<file path="src/rtl/mac_stream_unit.sv">
// mac_stream_unit: streaming FP16 multiply-accumulate engine.
//   P = P0 + sum(a[i] * b[i]) over a runtime vector length. The block takes one
//   operand pair per valid/ready handshake. P0 is +0 when clear_acc is set with
//   start, otherwise it is the current P.
//
// Ports (mac_stream_unit):
//   clk, reset_n      clock and asynchronous active-low reset
//   start, clear_acc  job request and accumulate-or-clear mode (sampled in IDLE)
//   len               element count, clamped to MAX_LEN
//   abort             cancels a running job; P and count keep committed values
//   in_valid/in_ready operand handshake; a, b are FP16 operands
//   P                 FP16 accumulator, held between jobs
//   busy, done, count job status; done is a one-cycle completion pulse
//
// Arithmetic comes from one floating_point_multiplayer and one
// floating_point_adder. Both are defined in this file. They share a common
// handshake: hold en until ready, and clear them with the active-high rst.
// Their FP16 behaviour: round-to-nearest-even, subnormal inputs and outputs
// flushed to signed zero, overflow to infinity, canonical NaN 0x7E00.

package mac_stream_fp16_pkg;

  function automatic logic fp16_is_nan(input logic [15:0] v);
    return (&v[14:10]) && (|v[9:0]);
  endfunction

  // norm[13] is the hidden bit, norm[12:3] the fraction, norm[2] the guard bit
  // and norm[1:0] the sticky bits. exp_in is the biased exponent before rounding.
  function automatic logic [15:0] fp16_round_pack(input logic              sign,
                                                  input logic signed [7:0] exp_in,
                                                  input logic [13:0]       norm);
    logic [11:0]       rnd;
    logic [10:0]       mant;
    logic signed [7:0] e;
    rnd  = {1'b0, norm[13:3]} + 12'(norm[2] & (norm[1] | norm[0] | norm[3]));
    e    = exp_in;
    mant = rnd[10:0];
    if (rnd[11]) begin
      mant = rnd[11:1];
      e    = e + 8'sd1;
    end
    if (e >= 8'sd31) return {sign, 5'h1F, 10'h000};
    if (e <= 8'sd0)  return {sign, 15'h0000};
    return {sign, e[4:0], mant[9:0]};
  endfunction

endpackage

module floating_point_multiplayer
  import mac_stream_fp16_pkg::*;
(
  input  logic        clk,
  input  logic        rst,
  input  logic        en,
  input  logic [15:0] a,
  input  logic [15:0] b,
  output logic [15:0] out,
  output logic        ready
);
  logic              sign;
  logic [21:0]       prod;
  logic signed [7:0] e;
  logic [13:0]       norm;
  logic [15:0]       res;
  logic [15:0]       out_q;
  logic              ready_q;

  // NOTE: every variable written in always_comb is assigned on every path
  // (defaults first where branches diverge), so no latch can be inferred.
  always_comb begin
    sign = a[15] ^ b[15];
    prod = 22'({1'b1, a[9:0]}) * 22'({1'b1, b[9:0]});
    e    = $signed({3'b000, a[14:10]}) + $signed({3'b000, b[14:10]}) - 8'sd15;
    if (prod[21]) begin
      norm = {prod[21:11], prod[10], |prod[9:0], 1'b0};
      e    = e + 8'sd1;
    end else begin
      norm = {prod[20:10], prod[9], |prod[8:0], 1'b0};
    end
    res = fp16_round_pack(sign, e, norm);
    if (fp16_is_nan(a) || fp16_is_nan(b)) begin
      res = 16'h7E00;
    end else if ((&a[14:10]) || (&b[14:10])) begin
      res = (a[14:10] == 5'd0 || b[14:10] == 5'd0) ? 16'h7E00 : {sign, 5'h1F, 10'h000};
    end else if (a[14:10] == 5'd0 || b[14:10] == 5'd0) begin
      res = {sign, 15'h0000};
    end
  end

  // NOTE: rst is synchronous. The parent decodes it from FSM state, so an
  // asynchronous use would let decode glitches clear the unit.
  always_ff @(posedge clk) begin
    if (rst) begin
      ready_q <= 1'b0;
      out_q   <= '0;
    end else if (en && !ready_q) begin
      ready_q <= 1'b1;
      out_q   <= res;
    end
  end

  assign out   = out_q;
  assign ready = ready_q;
endmodule

module floating_point_adder
  import mac_stream_fp16_pkg::*;
(
  input  logic        clk,
  input  logic        rst,
  input  logic        en,
  input  logic [15:0] a,
  input  logic [15:0] b,
  output logic [15:0] out,
  output logic        ready
);
  logic [15:0]       x, y;
  logic [4:0]        ex, ey, d;
  logic [13:0]       mx, my, my_full, norm;
  logic [14:0]       acc;
  logic [3:0]        lz;
  logic signed [7:0] e;
  logic [15:0]       res;
  logic [15:0]       out_q;
  logic              ready_q;

  always_comb begin
    // x is always the operand of larger magnitude, so d below is never negative.
    x = a;
    y = b;
    if (a[14:0] < b[14:0]) begin
      x = b;
      y = a;
    end
    ex      = x[14:10];
    ey      = y[14:10];
    d       = ex - ey;
    mx      = {1'b1, x[9:0], 3'b000};
    my_full = {1'b1, y[9:0], 3'b000};
    lz      = '0;
    norm    = '0;
    e       = $signed({3'b000, ex});
    // Bits shifted out of y collapse into the sticky LSB.
    if (d >= 5'd14) my = 14'd1;
    else            my = (my_full >> d) | {13'd0, |(my_full & ~(14'h3FFF << d))};
    if (x[15] == y[15]) begin
      acc = {1'b0, mx} + {1'b0, my};
      if (acc[14]) begin
        norm = {acc[14:2], acc[1] | acc[0]};
        e    = e + 8'sd1;
      end else begin
        norm = acc[13:0];
      end
    end else begin
      acc = {1'b0, mx} - {1'b0, my};
      for (int i = 0; i < 14; i++) begin
        if (acc[i]) lz = 4'(13 - i);
      end
      norm = acc[13:0] << lz;
      e    = e - $signed({4'b0000, lz});
    end
    res = fp16_round_pack(x[15], e, norm);
    if (fp16_is_nan(a) || fp16_is_nan(b)) begin
      res = 16'h7E00;
    end else if (&ex) begin
      res = ((&ey) && (x[15] != y[15])) ? 16'h7E00 : x;
    end else if (ex == 5'd0) begin
      res = {x[15] & y[15], 15'h0000};
    end else if (ey == 5'd0) begin
      res = x;
    end else if (acc == 15'd0) begin
      res = 16'h0000;  // exact cancellation yields +0
    end
  end

  always_ff @(posedge clk) begin
    if (rst) begin
      ready_q <= 1'b0;
      out_q   <= '0;
    end else if (en && !ready_q) begin
      ready_q <= 1'b1;
      out_q   <= res;
    end
  end

  assign out   = out_q;
  assign ready = ready_q;
endmodule

module mac_stream_unit #(
  parameter int MAX_LEN = 64,
  parameter int LEN_W   = $clog2(MAX_LEN + 1)
) (
  input  logic             clk,
  input  logic             reset_n,
  input  logic             start,
  input  logic             clear_acc,
  input  logic [LEN_W-1:0] len,
  input  logic             abort,
  input  logic             in_valid,
  output logic             in_ready,
  input  logic [15:0]      a,
  input  logic [15:0]      b,
  output logic [15:0]      P,
  output logic             busy,
  output logic             done,
  output logic [LEN_W-1:0] count
);
  typedef enum logic [2:0] {IDLE, FETCH, MUL, ADD, FLUSH, DONE} state_e;

  state_e           state_q, state_d;
  logic [LEN_W-1:0] len_q, len_d, count_q, count_d, len_clamped, count_inc;
  logic [15:0]      p_q, p_d, op_a_q, op_a_d, op_b_q, op_b_d, prod_q, prod_d;
  logic             to_idle_q, to_idle_d;  // current FLUSH ends the job (abort)

  logic             sub_rst, mult_en, add_en, mult_ready, add_ready;
  logic [15:0]      mult_out, add_out;

  assign len_clamped = (len > LEN_W'(MAX_LEN)) ? LEN_W'(MAX_LEN) : len;
  assign count_inc   = count_q + LEN_W'(1);

  // FLUSH and DONE clear both units, so a ready flag never survives into the
  // next element.
  assign sub_rst = ~reset_n || (state_q == FLUSH) || (state_q == DONE);
  assign mult_en = (state_q == MUL);
  assign add_en  = (state_q == ADD);

  floating_point_multiplayer u_mul (
    .clk   (clk),
    .rst   (sub_rst),
    .en    (mult_en),
    .a     (op_a_q),
    .b     (op_b_q),
    .out   (mult_out),
    .ready (mult_ready)
  );

  floating_point_adder u_add (
    .clk   (clk),
    .rst   (sub_rst),
    .en    (add_en),
    .a     (prod_q),
    .b     (p_q),
    .out   (add_out),
    .ready (add_ready)
  );

  always_comb begin
    state_d   = state_q;
    len_d     = len_q;
    count_d   = count_q;
    p_d       = p_q;
    op_a_d    = op_a_q;
    op_b_d    = op_b_q;
    prod_d    = prod_q;
    to_idle_d = to_idle_q;
    unique case (state_q)
      IDLE: begin
        if (start) begin
          len_d     = len_clamped;
          count_d   = '0;
          to_idle_d = 1'b0;
          if (clear_acc) p_d = 16'h0000;
          state_d = (len_clamped != '0) ? FETCH : DONE;
        end
      end
      FETCH: begin
        if (abort) begin
          to_idle_d = 1'b1;
          state_d   = FLUSH;
        end else if (in_valid) begin
          op_a_d  = a;
          op_b_d  = b;
          state_d = MUL;
        end
      end
      MUL: begin
        if (abort) begin
          to_idle_d = 1'b1;
          state_d   = FLUSH;
        end else if (mult_ready) begin
          prod_d  = mult_out;
          state_d = ADD;
        end
      end
      ADD: begin
        // A commit on the abort cycle still lands; the abort then ends the job.
        if (add_ready) begin
          p_d     = add_out;
          count_d = count_inc;
          state_d = (count_inc == len_q) ? DONE : FLUSH;
        end
        if (abort) begin
          to_idle_d = 1'b1;
          state_d   = FLUSH;
        end
      end
      FLUSH: begin
        state_d   = (to_idle_q || abort) ? IDLE : FETCH;
        to_idle_d = 1'b0;
      end
      DONE: begin
        state_d = IDLE;
      end
      default: state_d = IDLE;
    endcase
  end

  // NOTE: sequential state uses non-blocking assignments only, so every
  // register samples the pre-edge values of the others.
  always_ff @(posedge clk or negedge reset_n) begin
    if (!reset_n) begin
      state_q   <= IDLE;
      len_q     <= '0;
      count_q   <= '0;
      p_q       <= 16'h0000;
      op_a_q    <= '0;
      op_b_q    <= '0;
      prod_q    <= '0;
      to_idle_q <= 1'b0;
    end else begin
      state_q   <= state_d;
      len_q     <= len_d;
      count_q   <= count_d;
      p_q       <= p_d;
      op_a_q    <= op_a_d;
      op_b_q    <= op_b_d;
      prod_q    <= prod_d;
      to_idle_q <= to_idle_d;
    end
  end

  assign in_ready = (state_q == FETCH);
  assign busy     = (state_q != IDLE);
  assign done     = (state_q == DONE);
  assign P        = p_q;
  assign count    = count_q;
endmodule

</file>
<file path="config.mk">
export PLATFORM = sky130hd
export DESIGN_NAME = mac_stream_unit
export DESIGN_NICKNAME = d
export VERILOG_FILES = /design/src/rtl/mac_stream_unit.sv
export SDC_FILE = /design/constraint.sdc
export NUM_CORES = 1
export LEC_CHECK = 0
export CAP_MARGIN = 10
export CORE_MARGIN = 1
export CORE_UTILIZATION = 55
export CTS_CLUSTER_DIAMETER = 30
export DETAILED_ROUTE_END_ITERATION = 10
export PLACE_DENSITY = 0.84
export SYNTH_ARGS = -nofsm -noshare
export SYNTH_HDL_FRONTEND = slang
export SYNTH_SLANG_ARGS = --single-unit
</file>
<file path="constraint.sdc">
create_clock -name clk -period 27.3 [get_ports clk]
set_clock_uncertainty 0.15 [all_clocks]
set_input_delay 4.095 -clock clk [delete_from_list [all_inputs] [get_ports clk]]
set_output_delay 4.095 -clock clk [all_outputs]
set_load 0.02 [all_outputs]
</file>
# Word-level counts from Yosys, hierarchy flattened
# Cells that the tools add are included.
[classes]
magnitude_cmp = 7
reduce_logical = 47
muxes = 75
add_sub_neg = 13
div_mod_pow = 0
n_eq_ne = 15
mul = 1
shifts = 3
bitwise_logic = 14
[ops]
columns = ["operator", "n"]
rows = [
  ["16-bit two-way mux", 23],
  ["4-bit two-way mux", 15],
  ["14-bit two-way mux", 4],
  ["10-bit OR reduction", 5],
  ["8-bit two-way mux", 5],
  ["16-bit case mux with 2 select lines", 1],
  ["5-bit AND reduction", 6],
  ["11-bit by 12-bit adder with 12-bit output", 2],
  ["8-bit by 2-bit adder with 8-bit output, second input constant", 3],
  ["1-bit by 12-bit AND with 12-bit output", 2],
  ["3-bit two-way mux", 8],
  ["12-bit by 1-bit OR with 12-bit output", 2],
  ["11-bit by 11-bit multiplier with 22-bit output", 1],
  ["7-bit two-way mux", 3],
  ["5-bit zero test", 4],
  ["10-bit two-way mux", 2],
  ["8-bit by 6-bit >= comparator with 1-bit output, second input constant", 2],
  ["8-bit by 1-bit <= comparator with 1-bit output, second input constant", 2],
  ["14-bit by 14-bit adder with 15-bit output", 1],
  ["15-bit zero test", 1],
  ["15-bit < comparator", 1],
  ["15-bit two-way mux", 1],
  ["3-bit case mux with 5 select lines", 1],
  ["14-bit by 14-bit subtractor with 15-bit output", 1],
  ["other kinds (43)", 79],
]
[totals]
ram_bits = 0
rom_bits = 0
n_memories = 0
latchBits = 0
out_inout_bits = 26
register_bits = 116
wordCells = 187

# Longest topological paths before layout
[logic_depth]
word_depth = 42
depth_mapped = 56

# By module
# A second synthesis with hierarchy kept.
[unflattened]
cells_unflattened = 2063
area_unflattened_um2 = 16706.0
[modules_own_cells]
columns = ["module", "cells_each", "seq_area_each_um2", "area_each_um2", "n_inst"]
rows = [
  ["floating_point_multiplayer", 820, 340.3, 6606.3, 1],
  ["floating_point_adder", 978, 340.3, 6597.6, 1],
  ["mac_stream_unit", 265, 2052.0, 3502.1, 1],
]

# Worst setup path before layout
# Ideal clock, no wire load.
[synth_timing]
kind = "flip-flop to flip-flop"
from = "reg p_q[12] (netlist: P[12])"
to = "reg u_add.out_q[0] (netlist: u_add.out[0])"
setup_slack_ns = 16.908
path_stages_with_launch = 54
setup_time_ns = 0.122
period_less_slack_ns = 10.392
t_required_ns = 27.028
arrival_time_ns = 10.121
path_cell_list = "dfrtp_1 > inv_1 > ha_1 > buf_2 > nand2_1 > nor2_1 > nand4_1 > o21ai_2 > buf_2 > clkbuf_1 > clkbuf_1 > clkbuf_1 > o21a_1 > ha_1 > nor2_1 > mux2_4 > xnor2_4 > clkbuf_1 > [18 not listed] > or2_4 > inv_2 > buf_6 > nand3_1 > nand2_1 > a32o_1 > o211ai_1 > a221oi_1 > ha_1 > and3_1 > o2111a_1 > a221oi_1 > a211oi_2 > nand3b_4 > nor3_4 > mux2i_1 > nor3b_2 > a221o_1"
[synth_between]
elab_chain_cells = 42
word_cells_on_any_way = 70
cone_classes = "add/sub: 7; order compare: 4; eq/ne: 2; shift: 3; mux: 37; bitwise: 7; reduce/logical: 10"
[synth_lines]
columns = ["item", "line_no", "source"]
rows = [
  ["start: declaration", "213", "logic [15:0] p_q, p_d, op_a_q, op_a_d, op_b_q, op_b_d, prod_q, prod_d;"],
  ["start signal: assignment", "325", "p_q <= p_d;"],
  ["15-bit < comparator", "131", "if (a[14:0] < b[14:0]) begin"],
  ["16-bit two-way mux", "131", ""],
  ["5-bit subtractor", "137", "d = ex - ey;"],
  ["14-bit by 5-bit left shift with 14-bit output", "145", "else my = (my_full >> d) | {13'd0, |(my_full & ~(14'h3FFF << d))};"],
  ["14-bit NOT", "145", ""],
  ["14-bit AND", "145", ""],
  ["14-bit OR reduction", "145", ""],
  ["14-bit by 1-bit OR with 14-bit output", "145", ""],
  ["[25 not listed]", "n/a", ""],
  ["1-bit two-way mux (2 in a row)", "43", "if (e <= 8'sd0) return {sign, 15'h0000};"],
  ["16-bit two-way mux", "44", "return {sign, e[4:0], mant[9:0]};"],
  ["16-bit two-way mux", "43", ""],
  ["16-bit two-way mux", "171", "end else if (acc == 15'd0) begin"],
  ["16-bit two-way mux", "169", "end else if (ey == 5'd0) begin"],
  ["16-bit two-way mux", "167", "end else if (ex == 5'd0) begin"],
  ["16-bit two-way mux", "165", "end else if (&ex) begin"],
  ["16-bit two-way mux *", "163", "if (fp16_is_nan(a) || fp16_is_nan(b)) begin"],
  ["end signal: assignment", "182", "out_q <= res;"],
  ["end: declaration", "124", "logic [15:0] out_q;"],
]
# Every way passes the cells marked *; elsewhere a longest branch is shown, timed or not. The select of a mux whose other input is x is not followed.
# A chain may end at the register's enable or synchronous reset.

# Worst setup path in the final report
[layout_timing]
from = "reg p_q[10] (netlist: P[10])"
to = "reg u_add.out_q[0] (netlist: u_add.out[0])"
# Same word-level chain as after synthesis.

==> flow_metrics.env <==
export IMPL_ys_seq_area_frac=0.176
export IMPL_min_path_type="flop to flop"
export IMPL_hpwl_um=34100
export IMPL_num_io_pins=71
export IMPL_min_period_ns=11.23
export IMPL_grt_overflow=0
export IMPL_die_w_um=170
export IMPL_slowest_stage="ha_1"
export IMPL_routed_wl_um=44100
export IMPL_clock_latency_ns=0.44
export IMPL_worstSetupPathType="flop to flop"
export IMPL_avgViaCountPerCell=6.23
export IMPL_hold_violations=0
export IMPL_critical_path_max_fanout=34
export IMPL_layoutNonFillerInstCount=2359
export IMPL_drc=0
export IMPL_dr_total_vias=14700
export IMPL_path_clk_slew_ns=0.06
export IMPL_cap_violations=0
export IMPL_antenna_left=0
export IMPL_antenna_found_initial=0
export IMPL_ctsHtreeMaxLevel=4
export IMPL_nets=2215
export IMPL_start_util=0.560
export IMPL_reg2reg_from="P[10]$_DFFE_PN0P_"
export IMPL_grt_max_degree=51
export IMPL_slew_violations=0
export IMPL_synthSimpleGateAreaFrac=0.226
export IMPL_crit_required_ns=27.53
export IMPL_die_h_um=170
export IMPL_hold_depth=2
export IMPL_wl_per_cell_um=18.7
export IMPL_grt_pass1_vias=14500
export IMPL_clock_sinks=116
export IMPL_synthArstFlopShare=0.707
export IMPL_synth_distinct_cells=107
export IMPL_finalSetupViolations=0
export IMPL_r2r_end="u_add.out[0]$_SDFFE_PP0P_"
export IMPL_path_delay_family="compound AO/OA/AOI/OAI gates"
export IMPL_max_stage_delay_ns=0.81
export IMPL_max_freq_ghz=0.0890
export IMPL_synth_compound_area_frac=0.210
export IMPL_synth_seq_cells=116
export IMPL_syn_area_sq_mm=0.0156
export IMPL_grt_setup_unrepaired="no"
export IMPL_critPathLaunch="P[10]$_DFFE_PN0P_"
export IMPL_tns_ns=0
export IMPL_synth_top_family_by_area="simple AND/OR/NAND/NOR gates"
export IMPL_outcome="finished clean"
export IMPL_synth_nets=2206
export IMPL_drt_pass1_iterations=6
export IMPL_drtIter0Drc=1309
export IMPL_arrival_ns=11.47
export IMPL_hold_path_end="u_mul.out[4]$_SDFFE_PP0P_"
export IMPL_grt_pass1_wl_um=73300
export IMPL_final_util=0.612
export IMPL_die_area_sq_mm=0.0290
export IMPL_whs_ns=0.306
export IMPL_relSlewSlack=0.119
export IMPL_grt_usage=0.316
export IMPL_clock_path_buffers=2
export IMPL_port_buffers=70
export IMPL_critPathCaptureType="flop"
export IMPL_post_cts_buffers=0
export IMPL_avgSynthCellArea_sq_um=7.94
export IMPL_synth_xor_area_frac=0.0513
export IMPL_critPathMostFrequentCell="ha_1"
export IMPL_cts_hold_buf=0
export IMPL_worst_pin_slew_ns=1.32
export IMPL_diodes=0
export IMPL_startpoint_type="flop"
export IMPL_synth_edff_count=0
export IMPL_holdCritStartpoint="u_mul.out[4]$_SDFFE_PP0P_"
export IMPL_synthesis_instances=1959
export IMPL_rows=61
export IMPL_root_buffer="clkbuf_16"
export IMPL_crit_buf_inv=4
export IMPL_core_sq_mm=0.0278
export IMPL_area_growth_pct=9.33
export IMPL_drive_gt1_frac=0.0828
export IMPL_ys_flop_type="dfrtp_1"
export IMPL_yosys_mux_area_fraction=0.0709
export IMPL_cts_tree="built"
export IMPL_cts_resized=0
export IMPL_dp_cells=2327
export IMPL_finalCritPeriodShare=0.412
export IMPL_yosysWarnings=0
export IMPL_yosys_area_share_adder=0.202
export IMPL_rr_worst_depth=44
export IMPL_gp_congestion=0.994
export IMPL_cts_inserted_buffers=17
export IMPL_rrSetupSlack_ns=16.07
[cells in the final DEF, fill, tap and decap left out, types with 34 or more instances in the layout]
cell type,synthesis,layout
mux2i_1,41,41
and2_1,77,77
dfrtp_1,82,82
nand2_1,249,249
dfxtp_1,34,34
nor3_1,41,41
mux2_2,53,53
xnor2_1,62,62
inv_1,153,153
o21ai_0,125,125
a21oi_1,120,120
ha_1,119,119
fa_1,83,83
nor2_1,136,136
nand3_1,47,47
clkdlybuf4s50_1,0,69
[per-layer routing]
layer,track usage,vias to the layer above,part of all wire
li1,-,6942,-
met5,0,-,0
met3,0.0481,109,0.067
met1,0.415,7046,0.43
met4,0.127,0,0.031
met2,0.520,600,0.47
[worst register-to-register path: cells and delay by family (launching register included)]
kind,cells,cell delay (ns)
buffers and inverters,4,1.05
AOI/OAI and AO/OA,21,4.28
DFF,1,0.38
and+or+nand+nor,14,3.17
adders and majority gates,4,1.79
muxes,1,0.39
[flip-flops by register name (all words and copies together), names as in the netlist, 3 cells and up]
register	cells
u_add.out	16
op_b_q	16
state_q	3
op_a_q	16
count	7
P	16
prod_q	16
u_mul.out	16
len_q	7
[Yosys cell counts, types with 47 or more instances]
cell type	number	share of area
clkbuf_1	76	0.018
and2_1	77	0.031
mux2_2	53	0.038
nand2_1	249	0.060
fa_1	83	0.11
inv_1	153	0.037
ha_1	119	0.096
xnor2_1	62	0.035
nor2_1	136	0.033
dfrtp_1	82	0.13
nand3_1	47	0.015
o21ai_0	125	0.040
a21oi_1	120	0.039
[area by class of cell]
class / count / area [sq um]
multi-input cells: 1593 / 11800
fillers: 2440 / 10800
repair buffers: 86 / 818
flip-flops and latches: 116 / 2730
clock buffers: 17 / 425
inverters: 154 / 578
clock inverters: 15 / 145
well taps: 378 / 473
[cell families (layout without fill, tap and decap cells)]
group,count (synthesis),count (layout)
and+or+nand+nor,715,715
AOI/OAI and AO/OA,488,488
buffers and inverters,250,272
adders and majority gates,202,202
DFF,116,116
muxes,99,99
xor gates and xnor gates,89,89
[stage by stage]
| stage | area [sq um] | setup WS [ns] |
|---|---|---|
| 2_1_floorplan | 15600 | 16.91 |
| 3_3_place_gp | 16400 | 16.55 |
| 3_5_place_dp | 16400 | 16.25 |
| 4_1_cts | 17000 | 16.23 |
| 5_1_grt | 17000 | 15.21 |
| 6_report | 17000 | 16.07 |
[how the worst max path moves through the flow]
| stage | endpoint | depth (start not counted) |
|---|---|---|
| floorplan | u_add.out[0]$_SDFFE_PP0P_ | 53 |
| global placement | u_add.out[3]$_SDFFE_PP0P_ | 45 |
| detailed placement | u_add.out[0]$_SDFFE_PP0P_ | 45 |
| CTS | u_add.out[0]$_SDFFE_PP0P_ | 45 |
| global route | u_add.out[1]$_SDFFE_PP0P_ | 44 |
| finish | u_add.out[0]$_SDFFE_PP0P_ | 44 |
Power is left out: the tool's default activity adds up to more than one toggle a clock period on the data nets, which glitch-free logic cannot reach.
